--- src/rtl/exec_ctrl_unit.sv ---
// RV32I main decoder and ALU, fully combinational, plus registered result/zero/sticky-illegal status.
// Shift instructions are decoded only when EXU_SHIFT_EN is defined; otherwise they decode as illegal.
module exec_ctrl_unit (
  input  logic        clk,
  input  logic        rstn,
  input  logic [6:0]  op,
  input  logic [6:0]  funct7,
  input  logic [2:0]  funct3,
  input  logic [31:0] pc,
  input  logic [31:0] rd1,
  input  logic [31:0] rd2,
  input  logic [31:0] imm,
  output logic        reg_write,
  output logic        mem_write,
  output logic [5:0]  ext_op,
  output logic [4:0]  alu_op,
  output logic [2:0]  npc_op,
  output logic        alu_src,
  output logic [2:0]  dm_type,
  output logic [1:0]  wd_sel,
  output logic [31:0] alu_b,
  output logic [31:0] alu_c,
  output logic        zero,
  output logic        illegal,
  output logic [31:0] c_q,
  output logic        zero_q,
  output logic        illegal_seen
);

  typedef enum logic [4:0] {
    ALU_NOP   = 5'd0,  ALU_LUI  = 5'd1,  ALU_AUIPC = 5'd2,  ALU_ADD  = 5'd3,
    ALU_SUB   = 5'd4,  ALU_BNE  = 5'd5,  ALU_BLT   = 5'd6,  ALU_BGE  = 5'd7,
    ALU_BLTU  = 5'd8,  ALU_BGEU = 5'd9,  ALU_SLT   = 5'd10, ALU_SLTU = 5'd11,
    ALU_XOR   = 5'd12, ALU_OR   = 5'd13, ALU_AND   = 5'd14, ALU_SLL  = 5'd15,
    ALU_SRL   = 5'd16, ALU_SRA  = 5'd17
  } alu_op_e;

  localparam logic [6:0] OP_R      = 7'b0110011;
  localparam logic [6:0] OP_IALU   = 7'b0010011;
  localparam logic [6:0] OP_LOAD   = 7'b0000011;
  localparam logic [6:0] OP_STORE  = 7'b0100011;
  localparam logic [6:0] OP_BRANCH = 7'b1100011;
  localparam logic [6:0] OP_JAL    = 7'b1101111;
  localparam logic [6:0] OP_JALR   = 7'b1100111;
  localparam logic [6:0] OP_LUI    = 7'b0110111;
  localparam logic [6:0] OP_AUIPC  = 7'b0010111;

  localparam logic [5:0] EXT_NONE  = 6'b000000;
  localparam logic [5:0] EXT_SHAMT = 6'b100000;
  localparam logic [5:0] EXT_I     = 6'b010000;
  localparam logic [5:0] EXT_S     = 6'b001000;
  localparam logic [5:0] EXT_B     = 6'b000100;
  localparam logic [5:0] EXT_U     = 6'b000010;
  localparam logic [5:0] EXT_J     = 6'b000001;

  localparam logic [2:0] DM_W  = 3'd0;
  localparam logic [2:0] DM_H  = 3'd1;
  localparam logic [2:0] DM_HU = 3'd2;
  localparam logic [2:0] DM_B  = 3'd3;
  localparam logic [2:0] DM_BU = 3'd4;

  localparam logic [1:0] WD_ALU = 2'd0;
  localparam logic [1:0] WD_MEM = 2'd1;
  localparam logic [1:0] WD_PC  = 2'd2;

  alu_op_e     aop;
  logic        dec_ok, is_br, is_jal, is_jalr;
  logic        rw, mw, src;
  logic [5:0]  ext;
  logic [2:0]  dm;
  logic [1:0]  wd;
  logic        f7_0, f7_20;
  logic [31:0] opa;
  logic [31:0] c_d;
  logic        zero_d, illegal_seen_d;

  assign f7_0  = (funct7 == 7'b0000000);
  assign f7_20 = (funct7 == 7'b0100000);

  always_comb begin
    dec_ok  = 1'b1;
    aop     = ALU_NOP;
    is_br   = 1'b0;
    is_jal  = 1'b0;
    is_jalr = 1'b0;
    rw      = 1'b0;
    mw      = 1'b0;
    src     = 1'b0;
    ext     = EXT_NONE;
    dm      = DM_W;
    wd      = WD_ALU;
    case (op)
      OP_R: begin
        rw = 1'b1;
        case (funct3)
          3'b000: begin
            if (f7_0) aop = ALU_ADD;
            else if (f7_20) aop = ALU_SUB;
            else dec_ok = 1'b0;
          end
`ifdef EXU_SHIFT_EN
          3'b001: begin aop = ALU_SLL; dec_ok = f7_0; end
          3'b101: begin
            if (f7_0) aop = ALU_SRL;
            else if (f7_20) aop = ALU_SRA;
            else dec_ok = 1'b0;
          end
`endif
          3'b010: begin aop = ALU_SLT;  dec_ok = f7_0; end
          3'b011: begin aop = ALU_SLTU; dec_ok = f7_0; end
          3'b100: begin aop = ALU_XOR;  dec_ok = f7_0; end
          3'b110: begin aop = ALU_OR;   dec_ok = f7_0; end
          3'b111: begin aop = ALU_AND;  dec_ok = f7_0; end
          default: dec_ok = 1'b0;
        endcase
      end
      OP_IALU: begin
        rw  = 1'b1;
        src = 1'b1;
        ext = EXT_I;
        case (funct3)
          3'b000: aop = ALU_ADD;
          3'b010: aop = ALU_SLT;
          3'b011: aop = ALU_SLTU;
          3'b100: aop = ALU_XOR;
          3'b110: aop = ALU_OR;
          3'b111: aop = ALU_AND;
`ifdef EXU_SHIFT_EN
          3'b001: begin ext = EXT_SHAMT; aop = ALU_SLL; dec_ok = f7_0; end
          3'b101: begin
            ext = EXT_SHAMT;
            if (f7_0) aop = ALU_SRL;
            else if (f7_20) aop = ALU_SRA;
            else dec_ok = 1'b0;
          end
`endif
          default: dec_ok = 1'b0;
        endcase
      end
      OP_LOAD: begin
        rw  = 1'b1;
        src = 1'b1;
        ext = EXT_I;
        aop = ALU_ADD;
        wd  = WD_MEM;
        case (funct3)
          3'b000:  dm = DM_B;
          3'b001:  dm = DM_H;
          3'b010:  dm = DM_W;
          3'b100:  dm = DM_BU;
          3'b101:  dm = DM_HU;
          default: dec_ok = 1'b0;
        endcase
      end
      OP_STORE: begin
        mw  = 1'b1;
        src = 1'b1;
        ext = EXT_S;
        aop = ALU_ADD;
        case (funct3)
          3'b000:  dm = DM_B;
          3'b001:  dm = DM_H;
          3'b010:  dm = DM_W;
          default: dec_ok = 1'b0;
        endcase
      end
      OP_BRANCH: begin
        is_br = 1'b1;
        ext   = EXT_B;
        case (funct3)
          3'b000:  aop = ALU_SUB;
          3'b001:  aop = ALU_BNE;
          3'b100:  aop = ALU_BLT;
          3'b101:  aop = ALU_BGE;
          3'b110:  aop = ALU_BLTU;
          3'b111:  aop = ALU_BGEU;
          default: dec_ok = 1'b0;
        endcase
      end
      OP_JAL: begin
        rw     = 1'b1;
        wd     = WD_PC;
        ext    = EXT_J;
        is_jal = 1'b1;
      end
      OP_JALR: begin
        rw      = 1'b1;
        wd      = WD_PC;
        src     = 1'b1;
        ext     = EXT_I;
        aop     = ALU_ADD;
        is_jalr = 1'b1;
        dec_ok  = (funct3 == 3'b000);
      end
      OP_LUI:   begin rw = 1'b1; src = 1'b1; ext = EXT_U; aop = ALU_LUI;   end
      OP_AUIPC: begin rw = 1'b1; src = 1'b1; ext = EXT_U; aop = ALU_AUIPC; end
      default: dec_ok = 1'b0;
    endcase
    // An undecoded combination must not leak any partially-set control.
    if (!dec_ok) begin
      aop     = ALU_NOP;
      is_br   = 1'b0;
      is_jal  = 1'b0;
      is_jalr = 1'b0;
      rw      = 1'b0;
      mw      = 1'b0;
      src     = 1'b0;
      ext     = EXT_NONE;
      dm      = DM_W;
      wd      = WD_ALU;
    end
  end

  assign opa   = (aop == ALU_AUIPC) ? pc : rd1;
  assign alu_b = src ? imm : rd2;

  // Branch ops yield zero exactly when the branch is taken.
  always_comb begin
    case (aop)
      ALU_LUI:            alu_c = alu_b;
      ALU_AUIPC, ALU_ADD: alu_c = opa + alu_b;
      ALU_SUB:            alu_c = opa - alu_b;
      ALU_BNE:            alu_c = {31'd0, (opa == alu_b)};
      ALU_BLT:            alu_c = {31'd0, ($signed(opa) >= $signed(alu_b))};
      ALU_BGE:            alu_c = {31'd0, ($signed(opa) < $signed(alu_b))};
      ALU_BLTU:           alu_c = {31'd0, (opa >= alu_b)};
      ALU_BGEU:           alu_c = {31'd0, (opa < alu_b)};
      ALU_SLT:            alu_c = {31'd0, ($signed(opa) < $signed(alu_b))};
      ALU_SLTU:           alu_c = {31'd0, (opa < alu_b)};
      ALU_XOR:            alu_c = opa ^ alu_b;
      ALU_OR:             alu_c = opa | alu_b;
      ALU_AND:            alu_c = opa & alu_b;
`ifdef EXU_SHIFT_EN
      ALU_SLL:            alu_c = opa << alu_b[4:0];
      ALU_SRL:            alu_c = opa >> alu_b[4:0];
      ALU_SRA:            alu_c = $unsigned($signed(opa) >>> alu_b[4:0]);
`endif
      default:            alu_c = 32'd0;
    endcase
  end

  assign zero      = (alu_c == 32'd0);
  assign illegal   = ~dec_ok;
  assign reg_write = rw;
  assign mem_write = mw;
  assign ext_op    = ext;
  assign alu_op    = aop;
  assign alu_src   = src;
  assign dm_type   = dm;
  assign wd_sel    = wd;
  assign npc_op    = {is_jalr, is_jal, is_br & zero};

  assign c_d            = alu_c;
  assign zero_d         = zero;
  assign illegal_seen_d = illegal_seen | illegal;

  always_ff @(posedge clk or negedge rstn) begin
    if (!rstn) begin
      c_q          <= 32'd0;
      zero_q       <= 1'b0;
      illegal_seen <= 1'b0;
    end else begin
      c_q          <= c_d;
      zero_q       <= zero_d;
      illegal_seen <= illegal_seen_d;
    end
  end

endmodule

--- config.mk ---
export PLATFORM = sky130hd
export DESIGN_NAME = exec_ctrl_unit
export DESIGN_NICKNAME = d
export VERILOG_FILES = /design/src/rtl/exec_ctrl_unit.sv
export SDC_FILE = /design/constraint.sdc
export NUM_CORES = 1
export LEC_CHECK = 0
export BUFFER_PORTS_ARGS = -buffer_cell sky130_fd_sc_hd__buf_2
export CAP_MARGIN = 20
export CORE_AREA = 3 3 133 135
export CTS_CLUSTER_SIZE = 12
export DETAILED_ROUTE_END_ITERATION = 10
export DIE_AREA = 0 0 136 138
export PLACE_DENSITY = 0.83
export SYNTH_ARGS = -nofsm -noshare
export SYNTH_HDL_FRONTEND = slang
export SYNTH_SLANG_ARGS = --single-unit
--- constraint.sdc ---
create_clock -name clk -period 15.85 [get_ports clk]
set_clock_uncertainty 0.2 [all_clocks]
set_input_delay 0.7925 -clock clk [delete_from_list [all_inputs] [get_ports clk]]
set_output_delay 0.7925 -clock clk [all_outputs]
set_load 0.01 [all_outputs]
Word level (Yosys, flattened, before mapping)

Index checks and enable logic that the tools add are counted.

Register bits after elaboration: 34
Latch bits: 0
Bits in writable memories: 0
Bits in read-only memories: 0
Output and inout bits: 122
Memories kept: 0

Add/sub/neg operators: 2
Multiply operators: 0
Divide/modulo/power cells: 0
Magnitude comparators: 4
Eq/ne operators: 32
Shifts and indexed selects: 0
Muxes and demuxes: 38
Bitwise operators: 6
Reductions and logical operators: 18

Operator list:

| cell               | count |
|---|---|
| $pmux 32 s11       | 1 |
| $pmux 4 s6         | 4 |
| $ge 32x32->1       | 2 |
| $lt 32x32->1       | 2 |
| $mux 32            | 2 |
| $eq 5x4->1 const B | 7 |
| $add 32x32->32     | 1 |
| $and 32x32->32     | 1 |
| $eq 32x32->1       | 1 |
| $logic_not 32->1   | 1 |
| $or 32x32->32      | 1 |
| $sub 32x32->32     | 1 |
| $xor 32x32->32     | 1 |
| $eq 7x6->1 const B | 4 |
| $pmux 5 s5         | 1 |
| $eq 7x7->1 const B | 3 |
| $eq 5x3->1 const B | 4 |
| $mux 1             | 18 |
| $reduce_or 6->1    | 3 |
| $eq 7x5->1 const B | 2 |
| $eq 3x3->1 const B | 4 |
| $pmux 3 s4         | 1 |
| $reduce_or 3->1    | 4 |
| $eq 5x2->1 const B | 2 |
| other kinds (20)   | 29 |

Logic depth before layout (Yosys ltp)

Depth after elaboration: 12
Mapped depth: 25
Mapped depth without buffers: 20

Least setup slack after synthesis

No wires, ideal clock.

Path type: input port to output port
Start: in op[6]
End: out zero
Arrival time: 6.385 ns
Required time: 14.858 ns
Path slack: 8.472 ns
Cell stages on the path: 24
Buffers on the path: 7
Cells stage by stage: buf_2 nand3b_1 nor2_1 a221o_1 buf_6 o21ai_1 buf_2 buf_2 buf_1 nand2_1 nand2_1 ha_1 clkbuf_1 nor4_1 nand2_1 or3_1 o31ai_1 or2_1 buf_6 a2111oi_4 mux2i_1 nand3b_4 or4_1 nor3_1

Elaborated cells between the ends (all ways): 48
Those cells by class: add/sub: 2; order compare: 4; eq/ne: 24; mux: 8; bitwise: 3; reduce/logical: 7

RTL lines:

| element                                                             | RTL line | text |
|---|---|---|
| start, declared                                                     | 6        | `input logic [6:0] op,` |
| $eq 7x7->1, or another cell as far along                            | 92       | `case (op)` |
| $reduce_or 3->1 (no line) / $reduce_or 6->1 (equally long branches) | --       |  |
| $pmux 1 s7 / $mux 1 (equally long branches)                         | 92       |  |
| $mux 1 (*)                                                          | 200      | `if (!dec_ok) begin` |
| $mux 32 (*)                                                         | 215      | `assign alu_b = src ? imm : rd2;` |
| via alu_b[10]                                                       | 21       | `output logic [31:0] alu_b,` |
| $sub 32x32->32 / $add 32x32->32 (equally long branches)             | 222, 221 |  |
| $pmux 32 s11 (*)                                                    | 219      | `case (aop)` |
| via alu_c[27]                                                       | 22       | `output logic [31:0] alu_c,` |
| $logic_not 32->1 (*)                                                | 242      | `assign zero = (alu_c == 32'd0);` |
| end, declared                                                       | 23       | `output logic zero,` |

The timed path passes the listed nets; every way through them passes the cells marked *.

Final worst setup path

Start: in op[2]
End: out zero

Word-level cells in the longest chain between the ends: 9
Elaborated cells between the ends (all ways): 48
Those cells by class: add/sub: 2; order compare: 4; eq/ne: 24; mux: 8; bitwise: 3; reduce/logical: 7

Ends and longest elaborated chain:

| element                                         | RTL line | text |
|---|---|---|
| $eq 7x7->1, or another cell as far along        | 92       |  |
| $reduce_or 3->1 (no line)                       | --       |  |
| $pmux 1 s7 / $pmux 4 s6 (equally long branches) | 92       |  |
| $mux 5                                          | 200      |  |
| $eq 5x2->1                                      | 214, 219 |  |
| $mux 32                                         | 214      | `assign opa = (aop == ALU_AUIPC) ? pc : rd1;` |
| $sub 32x32->32, or another cell as far along    | 222      | `ALU_SUB: alu_c = opa - alu_b;` |
| $pmux 32 s11 (*)                                | 219      |  |
| $logic_not 32->1 (*)                            | 242      |  |

Every way passes the cells marked *; elsewhere a longest branch is shown, timed or not.

==> run metrics <==
outcome finished, final reports clean; met2 GRT Util approximately 64%; WL/cell 24.3 um; Initial Utilization between 50 and 60%; Peak Freq 0.106 GHz; worst setup margin approximately 6.5 ns; clk slew on worst S/H paths roughly 0.05 ns; routability congestion estimate about 1; Critical Path Sink Type output pin; CTS root buffer clkbuf_16; post-route clock period utilization about three fifths; vias in the first global route 11098; post_cts resized 0; pin count of the biggest net entering global routing 42; CTS buffer count 5; hold_buf cts 0; Sw Pwr around 0.23 mW; Min Clock Period, post-route between 9 and 10 ns; Setup-failing EPs final 0; Die H between 100 and 150 um; post-synth cell types 94; CP arrival approximately 8.4 ns; syn_area_per_cell about 7.1 um2; n_diodes 0; Max-Cap Viols 0; synth top area cells ha_1 13%, dfrtp_1 9.4%, a21oi_1 5.0%; Synth Cell Area just over 9000 um2; Comb pwr share approximately 60%; FP Rows 47; fillers ~1600; num ports between 200 and 300; Routed WL around 42000 um; Starting DRT DRC Count roughly 1800; Worst Path Max Fanout 27; Top FF cell, synth dfrtp_1; multi-input logic area 7490 um2; Slew Limit Headroom about 28%; first-pass GRT wire length 62300 um; top-count cell post-synth nand2_1; number of synthesized flops with an enable pin 0; CTS tree built; placed instance area between 10000 and 15000 um2; gr busiest metal met2; Syn-to-layout area delta 17.2%; Worst VDD drop between 0.03 and 0.04 mV; total negative slack 0 ns; FFs w/ async S/R, synth 100%; clock power share 22.0%; Tightest Hold Check Type reg2reg; # port buffers between 200 and 300; Register-to-Register Setup Slack approximately 15 ns; Reg power frac 18.9%; GRT Overall Usage 41.9%; Tot Pwr between 0.4 and 0.5 mW; RSZ-0062 raised after global routing false; CP Class in2out; drt pass-1 iters 8; Slew Limit Fails 0; number of remaining DRC errors 0; Worst setup SP type input port; core area 16600 um2; Leak Pwr 5.36 nW; yosys warns 0; DP HPWL between 30000 and 40000 um; DR vias/cell approximately 6.9; initial antenna violation count 1; Synth Instances between 1000 and 1500; critical path data required time around 15 ns; met1 Use GR a little over half; Cell Int Power between 0.2 and 0.3 mW; Horiz. Die Dim between 100 and 150 um; crit-path cells buf_2 > nand4bb_1 > nor3_1 > a221o_1 > o21ai_4 > buf_4 > clkinv_1 > nand2_1 > nand2_1 > ha_1 > nor4b_1 > a21boi_0 > a211oi_1 > nand2_1 > nor4_1 > nor3_1 > o2111ai_1 > a2111oi_0 > nand4_1 > nor3_1 > buf_2; postcts setup bufs 0; top cell type's share of synthesized area a little over an eighth; Via Count between 10000 and 15000; leading area contributor after synthesis ha_1; clock latency on the worst-skew pair just under 0.3 ns; FF+latch area between 800 and 900 um2; P per Cell Area approximately 45 nW/um2; Final Cell Area approximately 11000 um2; final hold vios 0; tightest hold margin ~0.28 ns; register bit total from synthesis 34; Critical-path top delay cell nor4b_1; share of layout cells above drive strength 1 between 20% and 30%; synth cell count leaders 114 x nand2_1, 110 x inv_1, 97 x ha_1, 95 x nor2_1, 90 x a21oi_1; GRT Residual Overflow 0; Longest Clk Path Bufs 2; final antenna-violating net count 0; register area share after synthesis 9.36%; Tightest Pin Transition between 1 and 1.5 ns; max incr delay on CP 0.84 ns; CTS sink count 34; met3 usage about 11%; die area around 19000 um2; H-tree depth 2; pre-CTS setup slack ~6.8 ns; Switching Fraction between 40 and 50%; Final nets between 1500 and 2000
[per-layer routing]
layer	wire [um]	vias to the layer above	part of all wire (%)
li1	-	5212	-
met1	15700	5542	38
met2	17900	959	43
met3	5550	202	13
met4	2550	2	6.1
met5	9	-	0.022
[critical path: cells and delay by family]
kind / cells / cell delay [ns]
buffers and inverters: 4 / 1.32
adder cells (fa/ha/maj): 1 / 0.52
AO/OA/AOI/OAI: 6 / 2.52
AND/OR/NAND/NOR: 10 / 3.23
[through the flow]
step | utilization, % | std cells
floorplan | - | 1289
finish | 64.2 | 1718
global placement | 63.4 | 1712
CTS | 64.2 | 1718
global route | 64.2 | 1718
detailed placement | 63.4 | 1712
[path summary, 6_finish.rpt]
path                              start      endpoint  cells after the start
max                               op[2]          zero                     21
min                        illegal_seen  illegal_seen                      1
max reg2reg                illegal_seen  illegal_seen                      1
min reg2reg                illegal_seen  illegal_seen                      1
max in group asynchronous          rstn        c_q[4]                      1
min in group asynchronous          rstn       c_q[26]                      1
[logic make-up (layout without fill, tap and decap cells)]
logic type | Yosys count | count (layout) | synth area share (%)
other | 1 | 2 | 0.0412
buffers and inverters | 194 | 403 | 8.66
AO/OA/AOI/OAI | 430 | 430 | 34.0
multiplexers | 60 | 60 | 7.16
adder cells (fa/ha/maj) | 98 | 98 | 13.6
XOR/XNOR | 18 | 18 | 1.73
flip-flops | 34 | 34 | 9.36
AND/OR/NAND/NOR | 453 | 453 | 25.5
[layout by cell type (no fill, tap or decap), types with 13 or more instances in the layout]
| cell type | netlist | routed |
|---|---|---|
| a211oi_1 | 24 | 24 |
| a21o_1 | 28 | 28 |
| a21oi_1 | 90 | 89 |
| a31oi_1 | 13 | 13 |
| and2_1 | 13 | 13 |
| and3_1 | 16 | 16 |
| buf_2 | 13 | 266 |
| buf_4 | 7 | 19 |
| dfrtp_1 | 34 | 34 |
| ha_1 | 97 | 97 |
| inv_1 | 110 | 110 |
| mux2_2 | 40 | 40 |
| mux2i_1 | 20 | 20 |
| nand2_1 | 114 | 113 |
| nand2b_1 | 14 | 14 |
| nand3_1 | 33 | 33 |
| nand4_1 | 14 | 14 |
| nor2_1 | 95 | 94 |
| nor2b_1 | 17 | 17 |
| nor3_1 | 53 | 52 |
| nor4_1 | 20 | 19 |
| o211ai_1 | 26 | 26 |
| o21ai_0 | 62 | 62 |
| o31ai_1 | 16 | 16 |
| xnor2_1 | 15 | 15 |
[sequential cells by signal, indices dropped and copies added (netlist names)]
| signal | flops |
|---|---|
| c_q | 32 |
| illegal_seen | 1 |
| zero_q | 1 |
[final cells by class]
class | count | share of cell area (%)
multi-input combinational | 1061 | 70.3
timing repair buffer | 285 | 13.8
sequential | 34 | 7.99
inverter | 112 | 3.95
tap | 220 | 2.58
clock buffer | 6 | 1.30
[power groups by stage]
stage / Sequential (mW) / Clock, mW / Combinational (mW)
global route: 0.0916 / 0.109 / 0.305
detailed placement: 0.0929 / 0 / 0.273
global placement: 0.0927 / 0 / 0.271
CTS: 0.0913 / 0.107 / 0.275
floorplan: 0.0951 / 0 / 0.180
finish: 0.0912 / 0.106 / 0.285
Power figures use the tool's default switching activity.
